<file path="src/rtl/registry_file_pkg.sv">
// ---------------------------------------------------------------------------
// registry_file_pkg
//   Shared constants and types for the registry_file block.
//
//   DEFAULT_DATA_W : default width of one register / data port
//   DEFAULT_ADDR_W : default register-select width
//   NUM_REGS       : register count implied by DEFAULT_ADDR_W
//   data_t         : one data word at the default width
// ---------------------------------------------------------------------------
package registry_file_pkg;

  localparam int DEFAULT_DATA_W = 8;
  localparam int DEFAULT_ADDR_W = 3;
  localparam int NUM_REGS       = 1 << DEFAULT_ADDR_W;

  typedef logic [DEFAULT_DATA_W-1:0] data_t;

endpackage : registry_file_pkg

</file>
<file path="src/rtl/registry_cell.sv">
// ---------------------------------------------------------------------------
// registry_cell
//   One DATA_W-bit storage register with write enable and asynchronous
//   active-low clear. Used as the storage element of registry_file.
//
//   Ports:
//     clk   : clock, state updates on the rising edge
//     rst_n : asynchronous active-low reset, clears the register to 0
//     we_i  : write enable, loads d_i on the next rising edge
//     d_i   : data to store
//     q_o   : current register contents
// ---------------------------------------------------------------------------
module registry_cell #(
  parameter int DATA_W = 8
) (
  input  logic              clk,
  input  logic              rst_n,
  input  logic              we_i,
  input  logic [DATA_W-1:0] d_i,
  output logic [DATA_W-1:0] q_o
);

  logic [DATA_W-1:0] data_q;
  logic [DATA_W-1:0] data_d;

  // NOTE: combinational blocks assign every output on every path (here via
  // the ternary) so no latch is inferred.
  always_comb begin
    data_d = we_i ? d_i : data_q;
  end

  // NOTE: every storage cell is cleared by the async reset, because the
  // block must read back 0 from every address while rst_n is low; state is
  // updated with non-blocking assignments only.
  always_ff @(posedge clk or negedge rst_n) begin
    if (!rst_n) begin
      data_q <= '0;
    end else begin
      data_q <= data_d;
    end
  end

  assign q_o = data_q;

endmodule : registry_cell

</file>
<file path="src/rtl/registry_file.sv">
// ---------------------------------------------------------------------------
// registry_file
//   2**ADDR_W x DATA_W register file: one synchronous write port and two
//   independent combinational read ports. Every register, including
//   register 0, is general purpose.
//
//   Parameters:
//     DATA_W : register / data width
//     ADDR_W : register-select width (2**ADDR_W registers)
//
//   Ports:
//     clk        : clock, writes happen on the rising edge
//     rst_n      : asynchronous active-low reset, clears all registers
//     read_reg1  : read port 1 select
//     read_reg2  : read port 2 select
//     read_data1 : contents of register read_reg1 (zero latency)
//     read_data2 : contents of register read_reg2 (zero latency)
//     write_reg  : write port select
//     write_data : value written on the edge
//     write_en   : write enable, active-high
//
//   Build option:
//     REGISTRY_FILE_BYPASS_EN : when defined, a read port selecting the
//       register currently being written (write_en=1, rst_n=1) returns
//       write_data combinationally. Undefined: reads always return stored
//       contents, so the new value appears only after the write edge.
// ---------------------------------------------------------------------------
module registry_file
  import registry_file_pkg::*;
#(
  parameter int DATA_W = DEFAULT_DATA_W,
  parameter int ADDR_W = DEFAULT_ADDR_W
) (
  input  logic              clk,
  input  logic              rst_n,
  input  logic [ADDR_W-1:0] read_reg1,
  input  logic [ADDR_W-1:0] read_reg2,
  output logic [DATA_W-1:0] read_data1,
  output logic [DATA_W-1:0] read_data2,
  input  logic [ADDR_W-1:0] write_reg,
  input  logic [DATA_W-1:0] write_data,
  input  logic              write_en
);

  localparam int REG_CNT = 1 << ADDR_W;

  logic [DATA_W-1:0] cell_q [REG_CNT];
  logic [REG_CNT-1:0] cell_we;

  // One-hot write decode: only the selected cell sees its enable.
  for (genvar i = 0; i < REG_CNT; i++) begin : g_cell
    assign cell_we[i] = write_en && (write_reg == ADDR_W'(i));

    registry_cell #(
      .DATA_W (DATA_W)
    ) u_cell (
      .clk   (clk),
      .rst_n (rst_n),
      .we_i  (cell_we[i]),
      .d_i   (write_data),
      .q_o   (cell_q[i])
    );
  end

`ifdef REGISTRY_FILE_BYPASS_EN
  // Write-through forwarding. Gated by rst_n so that reads stay 0 during
  // reset even if a write is being presented.
  logic fwd_active;
  assign fwd_active = write_en && rst_n;

  always_comb begin
    read_data1 = cell_q[read_reg1];
    read_data2 = cell_q[read_reg2];
    if (fwd_active && (read_reg1 == write_reg)) begin
      read_data1 = write_data;
    end
    if (fwd_active && (read_reg2 == write_reg)) begin
      read_data2 = write_data;
    end
  end
`else
  assign read_data1 = cell_q[read_reg1];
  assign read_data2 = cell_q[read_reg2];
`endif

endmodule : registry_file

</file>
<file path="config.mk">
export PLATFORM = sky130hd
export DESIGN_NAME = registry_file
export DESIGN_NICKNAME = d
export VERILOG_FILES = /design/src/rtl/registry_file_pkg.sv /design/src/rtl/registry_cell.sv /design/src/rtl/registry_file.sv
export SDC_FILE = /design/constraint.sdc
export NUM_CORES = 1
export LEC_CHECK = 0
export CAP_MARGIN = 10
export CORE_ASPECT_RATIO = 0.6
export CORE_MARGIN = 10
export CORE_UTILIZATION = 50
export CTS_BUF_LIST = sky130_fd_sc_hd__clkbuf_8
export CTS_CLUSTER_SIZE = 8
export DETAILED_ROUTE_END_ITERATION = 8
export HOLD_SLACK_MARGIN = 0.08
export PLACE_DENSITY = 0.74
export SYNTH_ARGS = -nofsm -noshare
export SYNTH_HDL_FRONTEND = slang
export SYNTH_SLANG_ARGS = --single-unit
</file>
<file path="constraint.sdc">
create_clock -name clk -period 1.86 [get_ports clk]
set_input_delay 0.279 -clock clk [delete_from_list [all_inputs] [get_ports clk]]
set_output_delay 0.279 -clock clk [all_outputs]
set_load 0.02 [all_outputs]
</file>
==> metrics.txt, run 1 <==
vias per cell=between 6 and 7; hold crit path type=input pin to asynchronous set/reset pin; Yosys warning count=0; number of buffers created by CTS=9; area leader, netlist=dfrtp_1; status=finished with violations; Crit. End Element=output pin; GR Overflow Total=0; vias in the first global route=2433; Chip Height=85.2 µm; Final min period=between 1.5 and 2 ns; H-tree Lvls=3; GR Util met3=roughly 5.6%; met2 Usage GRT=approximately a quarter; Placed Instances=~330; synth top area cells=dfrtp_1, mux2_2, mux4_1, mux4_2, buf_12; Avg Cell Area, Syn=roughly 18 µm²; RePlAce Congestion=0.746; post-DP HPWL=approximately 5600 µm; Leak=just under 2 nW; post-synthesis adder-cell area fraction=0%; CP required=approximately 1.6 ns; Max Slew Vio Count=0; sequential area share after synthesis=a little under half; Total Power=~5 mW; mux contribution to synthesized area=around half; Routed WL per cell=about 24 µm; core footprint=6790 µm²; Pwr Density=around 1100 nW/µm²; Syn-to-layout area delta=30.3%; Sink Count=64; via count=roughly 2200; Layout Cells excl Fill=368; first-pass GRT wire length=~14000 µm; Worst R2R Path Depth=3; Synth Instances=~200; worst setup margin=-0.0905 ns; filler cell count=between 400 and 500; drt first pass iters=4; final number of setup-violating endpoints=16; Multi-input gate area=~1800 µm²; crit share post-route=105%; Die Width=~130 µm; maximum vdd drop=about 0.5 mV; worst-margin pin slew=about 0.52 ns; final hold slack=between 0.4 and 0.5 ns; largest family of logic cells by synthesized area=multiplexers; synth unique cells=13; worst skew pair latency=0.35 ns; die area=between 10000 and 15000 µm²; Finished Cell Area=approximately 4600 µm²; Mapped Area=about 3500 µm²; largest net degree at the start of global routing=31; share of layout cells above drive strength 1=68.7%; max reg flops=64; ant diodes=0; fin util=68.0%; # IOs=36; most frequent cells in the layout=mux2_2, dfrtp_1, mux4_2, buf_4, buf_6; Hold Fails Final Rpt=0; setup tns final=-1.00 ns; Arrival @ worst endpoint=roughly 1.7 ns; GRT Total Usage=between 10% and 20%; Yosys reg bits=64; simple-gate share of the synthesized area=around 2.4%; clock-pin slew on the worst setup and hold paths=approximately 0.070 ns; Antenna Nets Post-Route=0; met1 GRT Util=roughly 23%; highest clock rate=roughly 0.51 GHz; CTS Buffer Depth=2; Final Net Count=a little under 300; std cell rows=23; root buffer cell=clkbuf_8; top cell type's share of synthesized area=45.2%; RSZ-0062 raised after global routing=true; Register Area=around 1600 µm²; Setup Skew=0 ns; IO Port Bufs=35; Slew HR=between 60% and 70%; critical path peak fanout=3; First DRT Iteration DRCs=between 150 and 200; residual DRC count=0; grt peak-use layer=met2; Synth Area in XOR/XNOR=0%; Starting Density=52.2%; CP Launch Type=flop; total routed wirelength=about 8800 µm; maximum capacitance violations=0; initial antenna violation count=0; CTS tree=built; path type of the worst setup path=flop to output pin; Place WS=-0.797 ns; failing checks=negative setup slack; Synthesized Nets=between 200 and 250; placed inst area=~4200 µm²; Synth Area in Compound Gates=0%; commonest non-fill, non-tap cell in the layout=mux2_2
==> metal layers <==
metal  vias to the layer above  share of wire [%]  wire length [µm]
li1                        952                  -                 -
met1                      1169                 44              3850
met2                        79                 47              4180
met3                        10                7.9               699
met4                         0                1.1                97
met5                         -                  0                 0
==> worst paths after layout <==
path	from	to	slack (ns)
max in group asynchronous	rst_n	g_cell[5].u_cell.q_o[6]$_DFFE_PN0P_	0.88
worst min register to register	g_cell[6].u_cell.q_o[7]$_DFFE_PN0P_	g_cell[6].u_cell.q_o[7]$_DFFE_PN0P_	0.53
worst max-delay path	g_cell[5].u_cell.q_o[2]$_DFFE_PN0P_	read_data2[2]	-0.09
worst max register to register	g_cell[3].u_cell.q_o[4]$_DFFE_PN0P_	g_cell[3].u_cell.q_o[4]$_DFFE_PN0P_	0.82
min in group clk	g_cell[6].u_cell.q_o[7]$_DFFE_PN0P_	g_cell[6].u_cell.q_o[7]$_DFFE_PN0P_	0.53
worst min-delay path	rst_n	g_cell[2].u_cell.q_o[5]$_DFFE_PN0P_	0.44
==> where the power goes <==
part           switching [mW]  leakage [nW]  internal (mW)  total, mW
Clock                   0.530         0.125          0.855       1.38
Sequential              0.251         0.768           1.70       1.95
Combinational           0.529          1.09           1.00       1.53
==> worst max-delay path, cell delays in order, from the launching register on <==
cell and delay (ns):
dfrtp_1 0.41, mux4_2 0.49, mux2_4 0.29, buf_6 0.13
==> cell usage after synthesis <==
cell type,count
mux4_2,2
buf_1,2
nor4bb_1,3
mux4_1,30
buf_6,2
nand4b_1,3
clkbuf_1,3
nand4_1,1
buf_12,2
mux2_2,80
dfrtp_1,64
buf_2,8
nor4b_4,1
==> final cells by class <==
cell class,count,share of cell area [%]
Clock buffer,12,3.58
Timing Repair Buffer,81,19.6
Clock inverter,4,1.46
Multi-Input combinational cell,120,38.4
Sequential cell,64,34.7
Tap cell,87,2.36
==> what timing repair did <==
action	CTS	global route
resized for setup	144	6
endpoints found under the hold margin	18	0
hold buffers	1	0
pin swaps	0	0
setup buffers	14	2
endpoints found under the setup margin	16	16
cloned	3	0
==> logic make-up after synthesis <==
| kind of cell | Yosys count |
|---|---|
| and+or+nand+nor | 8 |
| buffers and inverters | 17 |
| muxes | 112 |
| DFF | 64 |
No activity file was read; power rests on OpenSTA's default activity.
==> run 2, diff against run 1 <==
--- a/config.mk
+++ b/config.mk
@@ -8,12 +8,12 @@
 export CAP_MARGIN = 10
 export CORE_ASPECT_RATIO = 0.6
 export CORE_MARGIN = 10
-export CORE_UTILIZATION = 50
+export CORE_UTILIZATION = 59
 export CTS_BUF_LIST = sky130_fd_sc_hd__clkbuf_8
 export CTS_CLUSTER_SIZE = 8
 export DETAILED_ROUTE_END_ITERATION = 8
 export HOLD_SLACK_MARGIN = 0.08
-export PLACE_DENSITY = 0.74
+export PLACE_DENSITY = 0.84
 export SYNTH_ARGS = -nofsm -noshare
 export SYNTH_HDL_FRONTEND = slang
 export SYNTH_SLANG_ARGS = --single-unit
==> metrics.txt, run 2 (synthesis gave the netlist of run 1 again) <==
status=finished with violations (unchanged); failing checks=negative setup slack (unchanged); Crit. End Element=output pin (unchanged); CTS Buffer Depth=2 (unchanged); Combinational Power Share=31.0% (was 31.4%); Chip Height=80.0 µm (was 85.2 µm); first-pass GRT wire length=15500 µm (was 14100 µm); part of the power in registers=38.2% (was 40.1%); RSZ-0062 raised after global routing=true (unchanged); CTS tree=built (unchanged); core footprint=5700 µm² (was 6790 µm²); Hold Fails Final Rpt=0 (unchanged); std cell rows=21 (was 23); GRT Total Usage=21.8% (was 17.3%); clock-pin slew on the worst setup and hold paths=0.07 ns (about the same); Arrival @ worst endpoint=1.68 ns (was 1.67 ns); Final Net Count=294 (was 296); highest clock rate=0.510 GHz (was 0.513 GHz); drt first pass iters=4 (unchanged); final number of setup-violating endpoints=16 (unchanged); number of buffers created by CTS=9 (unchanged); sw frac=27.6% (was 26.9%); most frequent cells in the layout=mux2_2, dfrtp_1, mux4_2 (was mux2_2, dfrtp_1, mux4_2, buf_4, buf_6); post-DP HPWL=5890 µm (was 5630 µm); Syn-to-layout area delta=30.9% (was 30.3%); Leak=1.98 nW (was 1.99 nW); max reg flops=64 (unchanged); Max Slew Vio Count=0 (unchanged); residual DRC count=0 (unchanged); First DRT Iteration DRCs=187 (was 190); maximum capacitance violations=0 (unchanged); IO Port Bufs=35 (unchanged); Slew HR=68.6% (was 65.3%); critical path peak fanout=3 (unchanged); final hold slack=0.429 ns (was 0.442 ns); crit share post-route=105% (about the same); Die Width=120 µm (was 129 µm); Clock power frac=30.7% (was 28.5%); # IOs=36 (unchanged); setup tns final=-1.15 ns (was -1.00 ns); largest net degree at the start of global routing=29 (was 31); Final min period=1.96 ns (was 1.95 ns); CP required=1.58 ns (about the same); Power Internal=3.73 mW (was 3.56 mW); H-tree Lvls=3 (unchanged); ant diodes=0 (unchanged); RePlAce Congestion=0.766 (was 0.746); vias in the first global route=2603 (was 2433); Place WS=-0.819 ns (was -0.797 ns); Routed WL per cell=27.8 µm (was 24.0 µm); P_sw=1.43 mW (was 1.31 mW); vias per cell=6.54 (was 6.01); total routed wirelength=9990 µm (was 8820 µm); via count=2348 (was 2210); initial antenna violation count=0 (unchanged); Pwr Density=1110 nW/µm² (was 1050 nW/µm²); die area=9610 µm² (was 11000 µm²); worst-margin pin slew=0.471 ns (was 0.521 ns); hold crit path type=input pin to asynchronous set/reset pin (unchanged); commonest non-fill, non-tap cell in the layout=mux2_2 (unchanged); Sink Count=64 (unchanged); maximum vdd drop=0.612 mV (was 0.502 mV); path type of the worst setup path=flop to output pin (unchanged); Setup Skew=0 ns (unchanged); Starting Density=62.1% (was 52.2%); root buffer cell=clkbuf_8 (unchanged); share of layout cells above drive strength 1=69.5% (was 68.7%); Worst R2R Path Depth=3 (unchanged); worst setup margin=-0.102 ns (was -0.0905 ns); CP Launch Type=flop (unchanged); Antenna Nets Post-Route=0 (unchanged); GR Overflow Total=0 (unchanged); worst skew pair latency=0.34 ns (was 0.35 ns)
## run 2: changes by cell type in the layout (fill, tap and decap cells not counted), sizes merged
cell,delta
inv,-2
bufinv,+2
clkbuf,-3
bufbuf,+1
buf,-3
clkinvlp,+2
clkinv,+1
## run 2: worst max-delay path, cell delays in order, from the launching register on
cell and delay (ns):
dfrtp_1 0.41, mux4_2 0.49, mux2_4 0.30, buf_6 0.13
## run 2: through the flow
stage / util, % / cell area, µm² / power (mW) / cells
after floorplan: - / 3540 / 2.72 / 201
after global placement: 73.4 / 4180 / 3.15 / 322
after detailed placement: 73.4 / 4180 / 3.27 / 322
after CTS: 81.0 / 4620 / 5.11 / 357
after global routing: 81.3 / 4640 / 5.34 / 359
final: 81.3 / 4640 / 5.16 / 359
## run 2: cell type report
class,instances,area [µm²]
tap,80,100
clock inverter,7,144
clock buffer,9,124
sequential,64,1600
fill,303,1060
timing repair buffer,79,901
multi-input combinational,120,1770
## run 2: power groups by stage
| stage | clock network [mW] | registers (mW) | logic (mW) |
|---|---|---|---|
| after floorplan | 0 | 1.84 | 0.875 |
| after global placement | 0 | 1.89 | 1.26 |
| after detailed placement | 0 | 1.96 | 1.32 |
| after CTS | 1.59 | 1.95 | 1.56 |
| after global routing | 1.65 | 2.00 | 1.68 |
| final | 1.59 | 1.97 | 1.60 |
## run 2: metal layers
layer / global-route usage (%) / wire length, µm / up-vias
li1: - / - / 948
met5: 0 / 0 / -
met3: 6.64 / 884 / 21
met4: 9.47 / 255 / 0
met2: 35.7 / 4910 / 131
met1: 26.4 / 3940 / 1248
## run 2: worst paths after layout
check / start / end / slack [ns]
setup / recovery: g_cell[4].u_cell.q_o[5]$_DFFE_PN0P_ / read_data2[5] / -0.10
hold / removal: rst_n / g_cell[1].u_cell.q_o[6]$_DFFE_PN0P_ / 0.43
setup reg to reg: g_cell[0].u_cell.q_o[4]$_DFFE_PN0P_ / g_cell[0].u_cell.q_o[4]$_DFFE_PN0P_ / 0.80
hold reg to reg: g_cell[4].u_cell.q_o[1]$_DFFE_PN0P_ / g_cell[4].u_cell.q_o[1]$_DFFE_PN0P_ / 0.53
max in group asynchronous: rst_n / g_cell[7].u_cell.q_o[7]$_DFFE_PN0P_ / 0.90
min in group clk: g_cell[4].u_cell.q_o[1]$_DFFE_PN0P_ / g_cell[4].u_cell.q_o[1]$_DFFE_PN0P_ / 0.53
## run 2: what timing repair did
action / 4_1_cts / 5_1_grt
gates resized for setup: 148 / 3
buffers inserted: 14 / 2
hold buffers: 1 / 0
endpoints found under the hold margin: 17 / 0
cloned: 4 / 0
setup endpoints to repair: 16 / 16
